## src/rtl/seg_scan_pkg.sv

```systemverilog
// Shared constants and types for the seven-segment scan scheduler.
// Segment order is {g,f,e,d,c,b,a}, active-low.
package seg_scan_pkg;

  localparam logic [6:0] SEG_OFF = 7'h7F;
  localparam logic [3:0] AN_OFF  = 4'b1111;

  localparam logic [15:0][6:0] HEX_SEG = {
    7'h0E, 7'h06, 7'h21, 7'h46,
    7'h03, 7'h08, 7'h10, 7'h00,
    7'h78, 7'h02, 7'h12, 7'h19,
    7'h30, 7'h24, 7'h79, 7'h40
  };

  typedef enum logic {
    BLANK,
    DRIVE
  } slot_state_e;

endpackage

```

## src/rtl/seg_scan_scheduler_hex_to_seg.sv

```systemverilog
// Nibble to active-low seven-segment glyph.
// Pure lookup into the shared table.
import seg_scan_pkg::*;

module hex_to_seg (
  input  logic [3:0] nib,
  output logic [6:0] seg
);

  assign seg = HEX_SEG[nib];

endmodule

```

## src/rtl/seg_scan_scheduler.sv

```systemverilog
// Four-digit seven-segment scan scheduler with dead-time blanking.
// Optional: define LEADING_ZERO_BLANK_EN to hide leading zero digits.
import seg_scan_pkg::*;

module seg_scan_scheduler #(
  parameter int SCAN_DIV     = 100000,
  parameter int BLANK_CYCLES = 1000
) (
  input  logic        clk_100MHz,
  input  logic        reset,
  input  logic [15:0] digits,
  input  logic [3:0]  digit_en,
  input  logic [3:0]  dp_sel,
  output logic [6:0]  seg,
  output logic        dp,
  output logic [3:0]  an,
  output logic        frame_done
);

  localparam int CW = $clog2(SCAN_DIV);
  localparam logic [CW-1:0] CNT_LAST  = CW'(SCAN_DIV - 1);
  localparam logic [CW-1:0] CNT_PRE   = CW'(SCAN_DIV - 2);
  localparam logic [CW-1:0] CNT_BLANK = CW'(BLANK_CYCLES);

  slot_state_e   state_q;
  slot_state_e   state_d;
  logic [CW-1:0] cnt;
  logic [CW-1:0] cnt_d;
  logic [1:0]    idx;
  logic [1:0]    idx_d;

  logic [15:0]   snap_digits;
  logic [3:0]    snap_en;
  logic [3:0]    snap_dp;

  logic [3:0]    vis;
  logic [3:0]    nib;
  logic [6:0]    dec;

  logic [6:0]    seg_d;
  logic          dp_d;
  logic [3:0]    an_d;
  logic          fd_d;

  assign nib = snap_digits[{idx, 2'b00} +: 4];

  hex_to_seg u_hex (
    .nib (nib),
    .seg (dec)
  );

`ifdef LEADING_ZERO_BLANK_EN
  assign vis[3] = snap_en[3] & (snap_digits[15:12] != 4'h0);
  assign vis[2] = snap_en[2] & (snap_digits[15:8] != 8'h0);
  assign vis[1] = snap_en[1] & (snap_digits[15:4] != 12'h0);
  assign vis[0] = snap_en[0];
`else
  assign vis = snap_en;
`endif

  // State tracks the slot phase of cnt, so it follows cnt_d.
  always_comb begin
    cnt_d = cnt + CW'(1);
    idx_d = idx;
    if (cnt == CNT_LAST) begin
      cnt_d = '0;
      idx_d = idx + 2'd1;
    end
    state_d = (cnt_d < CNT_BLANK) ? BLANK : DRIVE;
  end

  always_comb begin
    an_d  = AN_OFF;
    seg_d = SEG_OFF;
    dp_d  = 1'b1;
    fd_d  = (idx == 2'd3) && (cnt == CNT_PRE);
    if (state_q == DRIVE) begin
      seg_d = dec;
      dp_d  = ~snap_dp[idx];
      if (vis[idx]) begin
        an_d = ~(4'b0001 << idx);
      end
    end
  end

  always_ff @(posedge clk_100MHz) begin
    if (!reset) begin
      state_q     <= BLANK;
      cnt         <= '0;
      idx         <= '0;
      snap_digits <= '0;
      snap_en     <= '0;
      snap_dp     <= '0;
      an          <= AN_OFF;
      seg         <= SEG_OFF;
      dp          <= 1'b1;
      frame_done  <= 1'b0;
    end else begin
      state_q    <= state_d;
      cnt        <= cnt_d;
      idx        <= idx_d;
      an         <= an_d;
      seg        <= seg_d;
      dp         <= dp_d;
      frame_done <= fd_d;
      if (cnt == '0 && idx == 2'd0) begin
        snap_digits <= digits;
        snap_en     <= digit_en;
        snap_dp     <= dp_sel;
      end
    end
  end

endmodule

```

## config.mk

```make
export PLATFORM = sky130hd
export DESIGN_NAME = seg_scan_scheduler
export DESIGN_NICKNAME = d
export VERILOG_FILES = /design/src/rtl/seg_scan_pkg.sv /design/src/rtl/seg_scan_scheduler_hex_to_seg.sv /design/src/rtl/seg_scan_scheduler.sv
export SDC_FILE = /design/constraint.sdc
export NUM_CORES = 1
export LEC_CHECK = 0
export BUFFER_PORTS_ARGS = -buffer_cell sky130_fd_sc_hd__buf_2
export CAP_MARGIN = 20
export CORE_UTILIZATION = 57
export DETAILED_ROUTE_END_ITERATION = 6
export PLACE_DENSITY_LB_ADDON = 0.2
export SLEW_MARGIN = 10
export SYNTH_ARGS = -nofsm -noshare
export SYNTH_HDL_FRONTEND = slang
export SYNTH_SLANG_ARGS = --single-unit
export TNS_END_PERCENT = 100
```

## constraint.sdc

```tcl
create_clock -name clk_100MHz -period 2.1 [get_ports clk_100MHz]
set_input_delay 0.21 -clock clk_100MHz [delete_from_list [all_inputs] [get_ports clk_100MHz]]
set_output_delay 0.21 -clock clk_100MHz [all_outputs]
set_load 0.01 [all_outputs]
```

==> results.md <==
- The antenna diode instance count is 0.
- Across the run, the number of max-cap violations was 0.
- The y dimension of the die is between 70 and 80 µm.
- The critical path contains buffers and inverters numbering 0 combined.
- By startpoint and endpoint, the worst setup path is classified as flip-flop to flip-flop.
- The number of clock buffers added by TritonCTS is 9.
- The number of setup violations in the final report is 0.
- The TritonCTS clock tree is yes.
- The signal on the critical path passes through nor4_4, nand3b_2, or4_1, nand2_4, o221ai_1.
- After synthesis, the share of flip-flops with an asynchronous set or reset is 0%.
- The total power is about 2400 µW.
- For this run, the total global-route usage over all layers was measured as 25.3%.
- The prevailing post-synth register cell is dfxtp_1.
- The number of detailed-routing iterations run before antenna repair is 4.
- The type of destination of the critical path is a flip-flop.
- The number of hold-slack violations in the final timing report is 0.
- The maximum number of pins on one net before global-route repair is 25.
- Timing analysis after detailed placement gives a worst setup slack of between 0.1 and 0.15 ns.
- In this run the core area contains 25 standard-cell rows.
- Of all nets on the critical path, the largest fanout is 12.
- The post-layout net count is slightly above 400.
- The number of cells in the design after placement is between 400 and 500.
- The required time at the endpoint of the critical path is approximately 2.3 ns.
- Power spread over the standard cell area amounts to between 700 and 800 mW/mm².
- The final setup slack of the worst path is approximately 0.16 ns.
- The count of H-tree levels built during CTS is 3.
- Clock latency on the worst-skew pair, taken at its later pin, is around 0.34 ns.
- The area taken by flip-flops and latches is approximately 0.0011 mm².
- Clock tree synthesis selected as its root buffer the cell clkbuf_8.
- The violation count after the first detailed-route iteration is approximately 140.
- After detailed routing, the number of vias per cell comes to ~5.3.
- For this block, the via count after detailed routing is 2330.
- The clock transition time at the flip-flop clock pins of the worst setup and hold paths is around 0.070 ns.
- Synthesis handed over a netlist of approximately 330 instances.
- The total setup buffers inserted after CTS is 0.
- The via count of the first global-routing pass is approximately 2200.
- Summing all multi-input logic gate instances after layout gives ~0.0016 mm².
- Counting along the longest clock path gives a buffer depth of 2.
- The arrival time at the worst endpoint is between 2 and 2.5 ns.
- The worst setup path is launched from a flip-flop.
- The sequential area share after synthesis is between 30% and 40%.
- The total of flip-flops plus latches after synthesis is 57.
- For this design the static power due to leakage is 0.00136 µW.
- For the pin with the worst max-slew slack, the measured transition is 0.381 ns.
- Once detail routing completed, the nets flagged for antenna violations numbered 0.
- In the final layout, the share of cells above drive strength 1 is a little under a quarter.
- The die span in x is roughly 73 µm.
- Setup repair after global routing left no endpoint under its margin.
- The initial core utilization is about three fifths.
- Yosys printed 0 warnings.
- The commonest non-fill, non-tap cell in the layout is nand2_1.
- The number of nets handed over by synthesis was 367.
- The synthesis-to-layout area growth is 17.2%.
- The remaining global-route overflow is 0.
- The average instance area after synthesis is 8.71 µm².
- Leaving out filler cells and counting taps, the final layout contains 442.
- The floorplan step defined a die boundary enclosing between 0.005 and 0.006 mm².
- The number of distinct standard cells referenced by the synthesized netlist is 46.
- Of the available clock period, the critical path in the final layout requires approximately 90%.
- Among all stages on the critical path, the largest delay is contributed by or4_1.
- The congestion estimate from routability-driven global placement came to ~0.86.
- The number of synthesized flops with an enable pin is 0.
- For this run, the top clock speed supported by timing is roughly 520 MHz.
- The family of cells with the greatest summed delay on the critical path is simple AND/OR/NAND/NOR gates.
- The final sum of negative setup slack is 0 ns.
- The number of sinks on the clock net is 57.
- The summed instance area of the synthesized netlist is between 0.002 and 0.003 mm².
- The aggregate routed wire length is ~5800 µm.
- Clock skew on the completed layout was measured at about 0.0089 ns.
- The smallest clock period supported by the final layout is computed as around 1.9 ns.
- The DRC violation count after routing is 0.
- The run finished with clean final reports.
- The worst pin sits at a relative slew slack of between 70% and 80%.
- The count of boundary I/O pins is 39.
- The critical path's largest stage delay is 0.68 ns.
- The number of antenna violations at the first check in global routing is 0.
- The utilization after layout is 70.0%.
- The tightest min-delay check is of the input pin to flip-flop type.
- The final-report max-slew violation count came to 0.
- The first-pass GRT wire length is between 9000 and 10000 µm.
- Input and output buffers added on the ports amount to 38.
- Dividing the detail-routed wire length by the instance count gives 13.1 µm.
- The top cell types in the final layout, fill and taps aside, are nand2_1, dfxtp_1, buf_2.
- Detailed placement ended at an HPWL of about 4000 µm.
- The core region is about 0.0048 mm².
- After filler insertion, the fill cell instance count of the layout stands at between 300 and 400.
- The maximum vdd drop is around 0.46 mV.
==> cell usage after synthesis, types with 2 or more instances <==
library cell  count  share of area (%)
nand2_1          69                9.1
dfxtp_1          57                 40
nor2_1           22                2.9
a21boi_1         20                5.3
clkbuf_1         15                2.0
ha_1             13                5.7
nand3_1           9                1.6
xor2_1            9                2.8
and2_1            7                1.5
buf_2             7                1.2
inv_1             7               0.92
o21ai_0           7                1.2
xnor2_1           7                2.1
a21oi_1           6                1.1
mux4_2            6                4.7
nand4_1           6                1.3
a21boi_0          5                1.3
and3_1            4               0.88
nor2b_1           4               0.88
nor4_1            4               0.88
buf_6             3                1.2
mux2i_1           3                1.1
nor3_1            3               0.53
o211ai_1          3               0.79
o21a_1            3               0.79
o221ai_1          3               0.92
a31oi_1           2               0.44
buf_4             2               0.53
nand2b_1          2               0.44
or3_1             2               0.44
or3b_2            2               0.61
or4_1             2               0.53
==> tightest hold or removal path, cell delays in order <==
cell	delay [ns]
buf_2	0.09
nand2_1	0.04
a21boi_1	0.05
==> sequential cells by signal, summed over array words and instances, names as in the netlist <==
| register | count |
|---|---|
| an | 4 |
| cnt | 17 |
| snap_en | 4 |
| snap_digits | 16 |
| dp | 1 |
| frame_done | 1 |
| seg | 7 |
| state_q | 1 |
| snap_dp | 4 |
| idx | 2 |
==> routing by layer <==
metal | wire, µm | global-route usage [%] | vias to the layer above
met4 | 101 | 9.15 | 0
met1 | 2880 | 33.5 | 1065
met5 | 0 | 0 | -
met2 | 2540 | 38.3 | 55
li1 | - | - | 1198
met3 | 290 | 8.84 | 12
==> area by class of cell <==
class	instances	area share (%)
inverter	7	0.785
tap	67	2.50
clock inverter	4	1.35
clock buffer	11	3.92
timing repair buffer	59	10.8
sequential	57	34.1
multi-input combinational	237	46.6
==> timing repair <==
item	CTS	global route
hold buffers	0	0
gates resized for setup	0	2
setup endpoints to repair	0	1
hold endpoints to repair	0	0
==> stage by stage <==
stage / hold slack (ns) / instance area, µm²
6_report: 0.100 / 3350
3_3_place_gp: 0.435 / 3160
3_5_place_dp: 0.444 / 3160
4_1_cts: 0.0944 / 3340
5_1_grt: 0.0937 / 3350
2_1_floorplan: 0.349 / 2860
==> cell families after synthesis <==
kind of cell             synth area share, %
AND/OR/NAND/NOR                         24.7
flip-flops                              39.9
AO/OA/AOI/OAI                           13.2
buffers and inverters                   5.83
XOR/XNOR                                4.91
adder cells (fa/ha/maj)                 5.69
multiplexers                            5.78
==> report_power, final <==
| part | switching [µW] | internal, µW | leakage [µW] |
|---|---|---|---|
| clock network | 421 | 535 | 0.0000929 |
| logic | 143 | 116 | 0.000804 |
| registers | 28.6 | 1130 | 0.000465 |
| total | 593 | 1780 | 0.00136 |
==> path summary, 6_finish.rpt <==
kind                     from         end  slack [ns]  cells past startpoint
hold / removal    digit_en[3]  snap_en[3]        0.10                      3
setup reg to reg      cnt[14]     state_q        0.16                      5
hold reg to reg    snap_dp[0]  snap_dp[0]        0.45                      2
setup / recovery      cnt[14]     state_q        0.16                      5
Power figures use the tool's default switching activity.
